## config.mk

```make
export PLATFORM = sky130hd
export DESIGN_NAME = sync_fifo_flags
export DESIGN_NICKNAME = d
export VERILOG_FILES = /design/src/rtl/sync_fifo_pkg.sv /design/src/rtl/sync_fifo_ram.sv /design/src/rtl/sync_fifo_flags.sv
export SDC_FILE = /design/constraint.sdc
export NUM_CORES = 1
export LEC_CHECK = 0
export CORE_MARGIN = 3
export CORE_UTILIZATION = 35
export CTS_BUF_LIST = sky130_fd_sc_hd__clkbuf_8
export DETAILED_ROUTE_END_ITERATION = 8
export PLACE_DENSITY = 0.58
export SYNTH_ARGS = -nofsm -noshare
export SYNTH_HDL_FRONTEND = slang
export SYNTH_SLANG_ARGS = --single-unit
```

## constraint.sdc

```tcl
create_clock -name CLK -period 3 [get_ports CLK]
set_input_delay 0.3 -clock CLK [delete_from_list [all_inputs] [get_ports CLK]]
set_output_delay 0.3 -clock CLK [all_outputs]
set_load 0.02 [all_outputs]
```

## src/rtl/sync_fifo_pkg.sv

```systemverilog
// Shared sizing helpers and error codes for the sync_fifo_flags block.
package sync_fifo_pkg;

  function automatic int fifo_depth(input int addr_w);
    return 2 ** addr_w;
  endfunction

  // Pointers carry one extra wrap bit above the RAM address.
  function automatic int ptr_w(input int addr_w);
    return addr_w + 1;
  endfunction

  typedef enum logic [1:0] {
    ERR_NONE = 2'd0,
    ERR_OVF  = 2'd1,
    ERR_UDF  = 2'd2
  } err_e;

endpackage

```

## src/rtl/sync_fifo_ram.sv

```systemverilog
// fifo_ram: 1W/1R register array, synchronous write, combinational read.
module fifo_ram #(
  parameter int DATA_WIDTH = 9,
  parameter int ADDR_WIDTH = 4
) (
  input  logic                  clk,
  input  logic                  we,
  input  logic [ADDR_WIDTH-1:0] waddr,
  input  logic [DATA_WIDTH-1:0] wdata,
  input  logic [ADDR_WIDTH-1:0] raddr,
  output logic [DATA_WIDTH-1:0] rdata
);

  logic [DATA_WIDTH-1:0] mem [2**ADDR_WIDTH];

  always_ff @(posedge clk)
    if (we) mem[waddr] <= wdata;

  assign rdata = mem[raddr];

endmodule

```

## src/rtl/sync_fifo_flags.sv

```systemverilog
// Single-clock FIFO with occupancy flags and sticky errors.
// Define SYNC_FIFO_FWFT_EN for first-word-fall-through reads; default is a registered read.
module sync_fifo_flags
  import sync_fifo_pkg::*;
#(
  parameter int DATA_WIDTH = 9,
  parameter int ADDR_WIDTH = 4,
  parameter int AF_THRESH  = fifo_depth(ADDR_WIDTH) - 2,
  parameter int AE_THRESH  = 1
) (
  input  logic                  CLK,
  input  logic                  RST_N,
  input  logic [DATA_WIDTH-1:0] I_DATA,
  input  logic                  W_EN,
  input  logic                  R_EN,
  input  logic                  CLR_ERR,
  output logic [DATA_WIDTH-1:0] O_DATA,
  output logic                  O_VALID,
  output logic                  FULL,
  output logic                  EMPTY,
  output logic                  ALMOST_FULL,
  output logic                  ALMOST_EMPTY,
  output logic [ADDR_WIDTH:0]   COUNT,
  output logic                  OVERFLOW,
  output logic                  UNDERFLOW
);

  localparam int DEPTH = fifo_depth(ADDR_WIDTH);
  typedef logic [ptr_w(ADDR_WIDTH)-1:0] ptr_t;

  localparam ptr_t DEPTH_P = ptr_t'(DEPTH);
  localparam ptr_t AF_P    = ptr_t'(AF_THRESH);
  localparam ptr_t AE_P    = ptr_t'(AE_THRESH);

  if (AF_THRESH < 1 || AF_THRESH > DEPTH) begin : g_af_bad
    $error("sync_fifo_flags: AF_THRESH %0d outside 1..%0d", AF_THRESH, DEPTH);
  end
  if (AE_THRESH < 0 || AE_THRESH > DEPTH - 1) begin : g_ae_bad
    $error("sync_fifo_flags: AE_THRESH %0d outside 0..%0d", AE_THRESH, DEPTH - 1);
  end

  ptr_t                  wptr, rptr, count;
  logic                  wr_acc, rd_acc;
  logic                  ovf_q, udf_q;
  logic [DATA_WIDTH-1:0] rd_data;

  // Flags decode purely from the registered pointer pair.
  assign count        = wptr - rptr;
  assign COUNT        = count;
  assign FULL         = (count == DEPTH_P);
  assign EMPTY        = (count == '0);
  assign ALMOST_FULL  = (count >= AF_P);
  assign ALMOST_EMPTY = (count <= AE_P);
  assign OVERFLOW     = ovf_q;
  assign UNDERFLOW    = udf_q;

  assign wr_acc = W_EN && !FULL;
  assign rd_acc = R_EN && !EMPTY;

  always_ff @(posedge CLK or negedge RST_N) begin
    if (!RST_N) begin
      wptr  <= '0;
      rptr  <= '0;
      ovf_q <= 1'b0;
      udf_q <= 1'b0;
    end else begin
      if (wr_acc) wptr <= wptr + ptr_t'(1);
      if (rd_acc) rptr <= rptr + ptr_t'(1);
      // A fresh error in the clearing cycle keeps the bit set.
      if (W_EN && FULL)  ovf_q <= 1'b1;
      else if (CLR_ERR)  ovf_q <= 1'b0;
      if (R_EN && EMPTY) udf_q <= 1'b1;
      else if (CLR_ERR)  udf_q <= 1'b0;
    end
  end

  fifo_ram #(
    .DATA_WIDTH (DATA_WIDTH),
    .ADDR_WIDTH (ADDR_WIDTH)
  ) u_ram (
    .clk   (CLK),
    .we    (wr_acc),
    .waddr (wptr[ADDR_WIDTH-1:0]),
    .wdata (I_DATA),
    .raddr (rptr[ADDR_WIDTH-1:0]),
    .rdata (rd_data)
  );

`ifdef SYNC_FIFO_FWFT_EN
  assign O_DATA  = rd_data;
  assign O_VALID = !EMPTY;
`else
  logic [DATA_WIDTH-1:0] o_data_q;
  logic                  o_valid_q;

  always_ff @(posedge CLK or negedge RST_N) begin
    if (!RST_N) begin
      o_data_q  <= '0;
      o_valid_q <= 1'b0;
    end else begin
      o_valid_q <= rd_acc;
      if (rd_acc) o_data_q <= rd_data;
    end
  end

  assign O_DATA  = o_data_q;
  assign O_VALID = o_valid_q;
`endif

endmodule
```

# Word level (Yosys, flattened, before mapping)
# Memory sizes are Yosys's and may differ from the RTL's. A register that Yosys moved wholly into a read port is not among the register bits.
# Cells that the tools add are included.
word_totals:
  reg_bits: 13
  mem_bits_rw: 144
  input_bits: 14
  output_inout_bits: 21
  wordCells: 27
  n_memories: 1
mem_list:
  columns: ["name", "depth", "width", "rd", "rd_clocked_by_memory_dff", "write_ports", "line_no", "rtl"]
  rows:
  - ["u_ram.mem", 16, 9, 1, 1, 1, "sync_fifo_ram.sv:14", "logic [DATA_WIDTH-1:0] mem [2**ADDR_WIDTH];"]
classes:
  add_sub_neg: 3
  n_lt_le_gt_ge: 2
  eq_ne: 1
  mux: 5
  n_reduce_logical: 10
ops:
  columns: ["cell", "count"]
  rows:
  - ["adder 5 x 1 -> 5 bit (second input constant)", 2]
  - ["== test 5 bit (second input constant)", 1]
  - ["greater-or-equal comparator 5 x 4 -> 1 bit (second input constant)", 1]
  - ["<= comparator 5 x 1 -> 1 bit (second input constant)", 1]
  - ["zero test 5 bit", 1]
  - ["2-to-1 mux 1 bit", 5]
  - ["subtractor 5 bit", 1]
  - ["logical AND 1 bit", 4]
  - ["nonzero test 2 bit", 2]
  - ["zero test 1 bit", 3]

# Depth between registers and ports, before layout
logic_depth:
  ltp_word: 6
  mapped_depth: 10
  ltp_nobuf: 9

# Cells and area by module
# From an unflattened synthesis, not the netlist that was laid out.
unflattened:
  cells_unflattened: 339
  hier_area_um2: 6725.2
modules_own_cells:
  columns: ["module", "instances", "cells_each", "area_each_um2", "seq_area_each_um2"]
  rows:
  - ["fifo_ram", 1, 245, 5600.4, 4324.1]
  - ["sync_fifo_flags", 1, 94, 1124.8, 550.5]

# Worst setup path before layout
# OpenSTA, ideal clock, no wires.
synth_path:
  path_type: "flip-flop to flip-flop"
  startpoint: "register rptr[1]"
  endpoint: "memory u_ram.mem[11][0] (enable)"
  setup_time_ps: 337
  arrival_time_ps: 2898
  required_ps: 2663
  slack_ps: -236
  stages_incl_launch_ff: 10
  path_buffers: 2
  path_cell_list: "dfrtp_1 > clkbuf_1 > clkbuf_1 > inv_1 > ha_1 > nand3b_1 > nand2_1 > xor2_1 > o311a_1 > and2_1"
synth_via:
  elab_chain_len: 6
synth_lines:
  columns: ["element", "line_no", "rtl"]
  rows:
  - ["start, declared", "sync_fifo_flags.sv:42", "ptr_t wptr, rptr, count;"]
  - ["start signal, assigned", "sync_fifo_flags.sv:68", "if (rd_acc) rptr <= rptr + ptr_t'(1);"]
  - ["subtractor 5 bit", "sync_fifo_flags.sv:48", "assign count = wptr - rptr;"]
  - ["net COUNT[3]", "sync_fifo_flags.sv:23", "output logic [ADDR_WIDTH:0] COUNT,"]
  - ["== test 5 bit", "sync_fifo_flags.sv:50", "assign FULL = (count == DEPTH_P);"]
  - ["zero test 1 bit", "sync_fifo_flags.sv:57", "assign wr_acc = W_EN && !FULL;"]
  - ["logical AND 1 bit", "sync_fifo_flags.sv:57", null]
  - ["2-to-1 mux 1 bit", "sync_fifo_ram.sv:17", "if (we) mem[waddr] <= wdata;"]
  - ["2-to-1 mux 1 bit (not written as such)", "sync_fifo_ram.sv:17", null]
  - ["end, declared", "sync_fifo_ram.sv:14", null]
# The timed path passes the listed nets, and every way through them passes these cells.

# Final worst setup path
layout_path:
  startpoint: "register rptr[0]"
  endpoint: "output port ALMOST_EMPTY"
layout_via:
  elab_chain_len: 2
layout_lines:
  columns: ["element", "line_no", "rtl"]
  rows:
  - ["subtractor 5 bit", "sync_fifo_flags.sv:48", null]
  - ["<= comparator 5 x 1 -> 1 bit", "sync_fifo_flags.sv:53", "assign ALMOST_EMPTY = (count <= AE_P);"]
  - ["end, declared", "sync_fifo_flags.sv:22", "output logic ALMOST_EMPTY,"]
# No other way between the ends.

==> flow_summary.toml <==
[global_route]
antenna_found_initial = 0
grt_busiest_layer = "met2"
grt_pass1_vias = 3560
use_met1 = 0.1946
grt_overflow_total = 0
track_usage = 0.1419
grtUsageMet2 = 0.2246
grt_max_degree = 40
grt_pass1_wl_mm = 21.22
use_met3 = 0.03295

[setup_path]
crit_path_cell_trace = "ha_1, fa_2, nand2b_1, a21oi_2, xor2_2, inv_2, nor4_2, buf_4"
rrSetupSlack_ps = 160
cp_max_fo = 6
slowest_delay_ps = 410
end_kind = "primary output"
worst_path_max_delay_cell = "dfrtp_2"
arrival_ps = 2550
cp.required_ps = 2700
startpoint = "rptr[0]"
r2r-end = "u_ram.mem[6][6]"
rr_worst_depth = 11
rr_startpoint = "rptr[0]"
cp-start-kind = "register"
worstSetupPathType = "reg -> out"

[routing]
wl_per_cell_um = 20.84
antenna_left = 0
wirelength_mm = 13.73
drcViolationCount = 0
first_pass_iters = 4
num_vias = 3414
drt_iter0_drc = 202
viasPerCell = 5.181

[layout]
drive_above_1_share = 0.3070
postLayoutCellArea_um2 = 8033
nNetsFinal = 441
n_antenna_cell = 0
area_growth_pct = 20.81

[hold_path]
hold_class = "in -> async"

[sta]
setup_slack_ps = 154.8
relSlewSlack = 0.4699
worst_pin_slew_ps = 795.2
skew_ps = 13.42
finalHoldViolations = 0
finalSetupViolCount = 0
max_freq_mhz = 351.5
finalSetupTns_ps = 0
rsz0062_at_grt = "yes"
finalMaxSlewViolations = 0
finalCriticalPeriod_ps = 2845
finalCritPeriodShare = 0.9484

[job]
maxCapViolations = 0

[logic_synthesis]
avgSynthCellArea_um2 = 19.79
synth_nets = 360
ys.warnings.count = 0
synthCells = 336
yosysSeqAreaShare = 0.7332
synth_seq_cells = 166
synth.distinct_cells = 35
syn_area_um2 = 6649

[power]
power.density_nw_per_um2 = 1073
ir_drop_mv = 0.4344
leakagePower_nw = 2.844

[floorplan]
die_w_um = 143.8
die_y_um = 143.8
rows = 49
die-area_um2 = 20690
start_util = 0.3627
pin_count = 35
coreArea_um2 = 18330

[cts]
clock_latency_ps = 450
cts-htree-levels = 4
cts_tree = "built"
cts-root-buf = "clkbuf_8"
numCtsBuffers = 17
clock-sinks = 166
cts_buffer_depth = 2
cts.clk_slew.worst_paths_ps = 80

[place]
dp_hpwl_mm = 8.902
placed_cell_area_um2 = 7535
pre_cts_slack_ps = 31.16
gp_congestion = 0.7776
portBuffers = 34

[status]
run_status = "complete, no violations"
## flip-flops by register name, summed over array words and instances, names as in the netlist
register	flops
u_ram.mem	144
O_DATA	9
rptr	5
wptr	5
OVERFLOW	1
O_VALID	1
UNDERFLOW	1
## power breakdown
group / total (mW) / switching, mW / internal, mW / leakage, nW
sequential: 3.02 / 0.140 / 2.88 / 1.56
clock: 1.72 / 0.797 / 0.923 / 0.226
combinational: 3.88 / 2.12 / 1.76 / 1.05
total: 8.62 / 3.05 / 5.57 / 2.84
## Yosys cell counts, drive strengths merged
cell type / instances / area (um^2)
nand2b: 1 / 6.260
o311a: 1 / 10.01
and3: 12 / 75.07
a21boi: 1 / 7.510
dfrtp: 22 / 550.5
a22oi: 18 / 135.1
nor2: 7 / 26.28
nand3b: 1 / 7.510
nand4: 3 / 18.77
o31ai: 1 / 21.27
mux2i: 1 / 10.01
nor3: 2 / 10.01
nand4b: 1 / 8.760
clkbuf: 5 / 18.77
nor2b: 2 / 12.51
xnor2: 4 / 35.03
mux4: 36 / 810.8
buf: 6 / 36.28
mux2: 11 / 123.9
nand3: 3 / 15.01
ha: 9 / 112.6
fa: 1 / 20.02
nand2: 10 / 37.54
inv: 11 / 41.29
xor2: 8 / 77.58
edfxtp: 144 / 4324
and2: 4 / 25.02
nor4: 1 / 6.260
o311ai: 1 / 8.760
a22o: 2 / 17.52
a21oi: 6 / 30.03
a31o: 1 / 8.760
## critical path, delay by kind of cell, from the launching register on
family                   cells  cell delay, ps
flip-flops                   1             410
adder cells (fa/ha/maj)      2             590
XOR/XNOR                     1             210
buffers and inverters        2             280
AO/OA/AOI/OAI                1             190
AND/OR/NAND/NOR              2             430
## layer usage
| metal | share of wire | vias up |
|---|---|---|
| met4 | 0.013 | 0 |
| li1 | - | 1532 |
| met5 | 0 | - |
| met3 | 0.036 | 10 |
| met2 | 0.49 | 86 |
| met1 | 0.46 | 1786 |
## layout by cell type, fill, tap and decap left out, drive strengths merged, types with 7 or more instances in the layout
cell type,instances
ha,9
buf,42
clkbuf,19
mux2,11
nand2,10
a22oi,18
edfxtp,144
nor2,7
inv,15
mux4,36
xor2,8
dfrtp,22
clkdlybuf4s50,28
and3,12
## final cells by class
cell class	instances	area (um^2)
clock buffers	18	247.7
clock inverters	14	181.4
fillers	1570	10300
inverters	11	41.29
multi-input cells	148	1723
flip-flops and latches	166	4876
well taps	229	286.5
repair buffers	73	676.9
## stage by stage
step / hold slack, ps / utilization / instances / power, mW
after floorplan: 4.409 / - / 336 / 5.365
after global placement: 474.0 / 0.4110 / 622 / 6.759
after detailed placement: 477.3 / 0.4110 / 622 / 6.812
after CTS: 198.8 / 0.4358 / 655 / 8.577
after global routing: 233.9 / 0.4382 / 659 / 9.117
final: 213.8 / 0.4382 / 659 / 8.620
## how the worst max path moves through the flow
stage,cells after the start,to,slack (ps)
finish,8,ALMOST_EMPTY,150
global route,9,ALMOST_EMPTY,-40
CTS,8,ALMOST_FULL,40
detailed placement,8,EMPTY,30
global placement,8,EMPTY,120
floorplan,9,u_ram.mem[11][0],0.5
## cell families (layout without fill, tap and decap cells)
logic type      Yosys count  in the layout  share of synthesized area
flops                   166            166                     0.7332
mux                      48             48                     0.1421
simple gates             47             47                    0.03745
compound gates           31             31                    0.03594
buf+inv                  22            116                    0.01449
xor+xnor                 12             12                    0.01694
fa+ha+maj                10             10                    0.01995
## what timing repair did
action,4_1_cts,5_1_grt
buffers inserted,1,4
hold buffers,0,0
pin swaps,0,2
setup endpoints to repair,6,102
resized for setup,19,12
No activity file was read; power rests on OpenSTA's default activity.
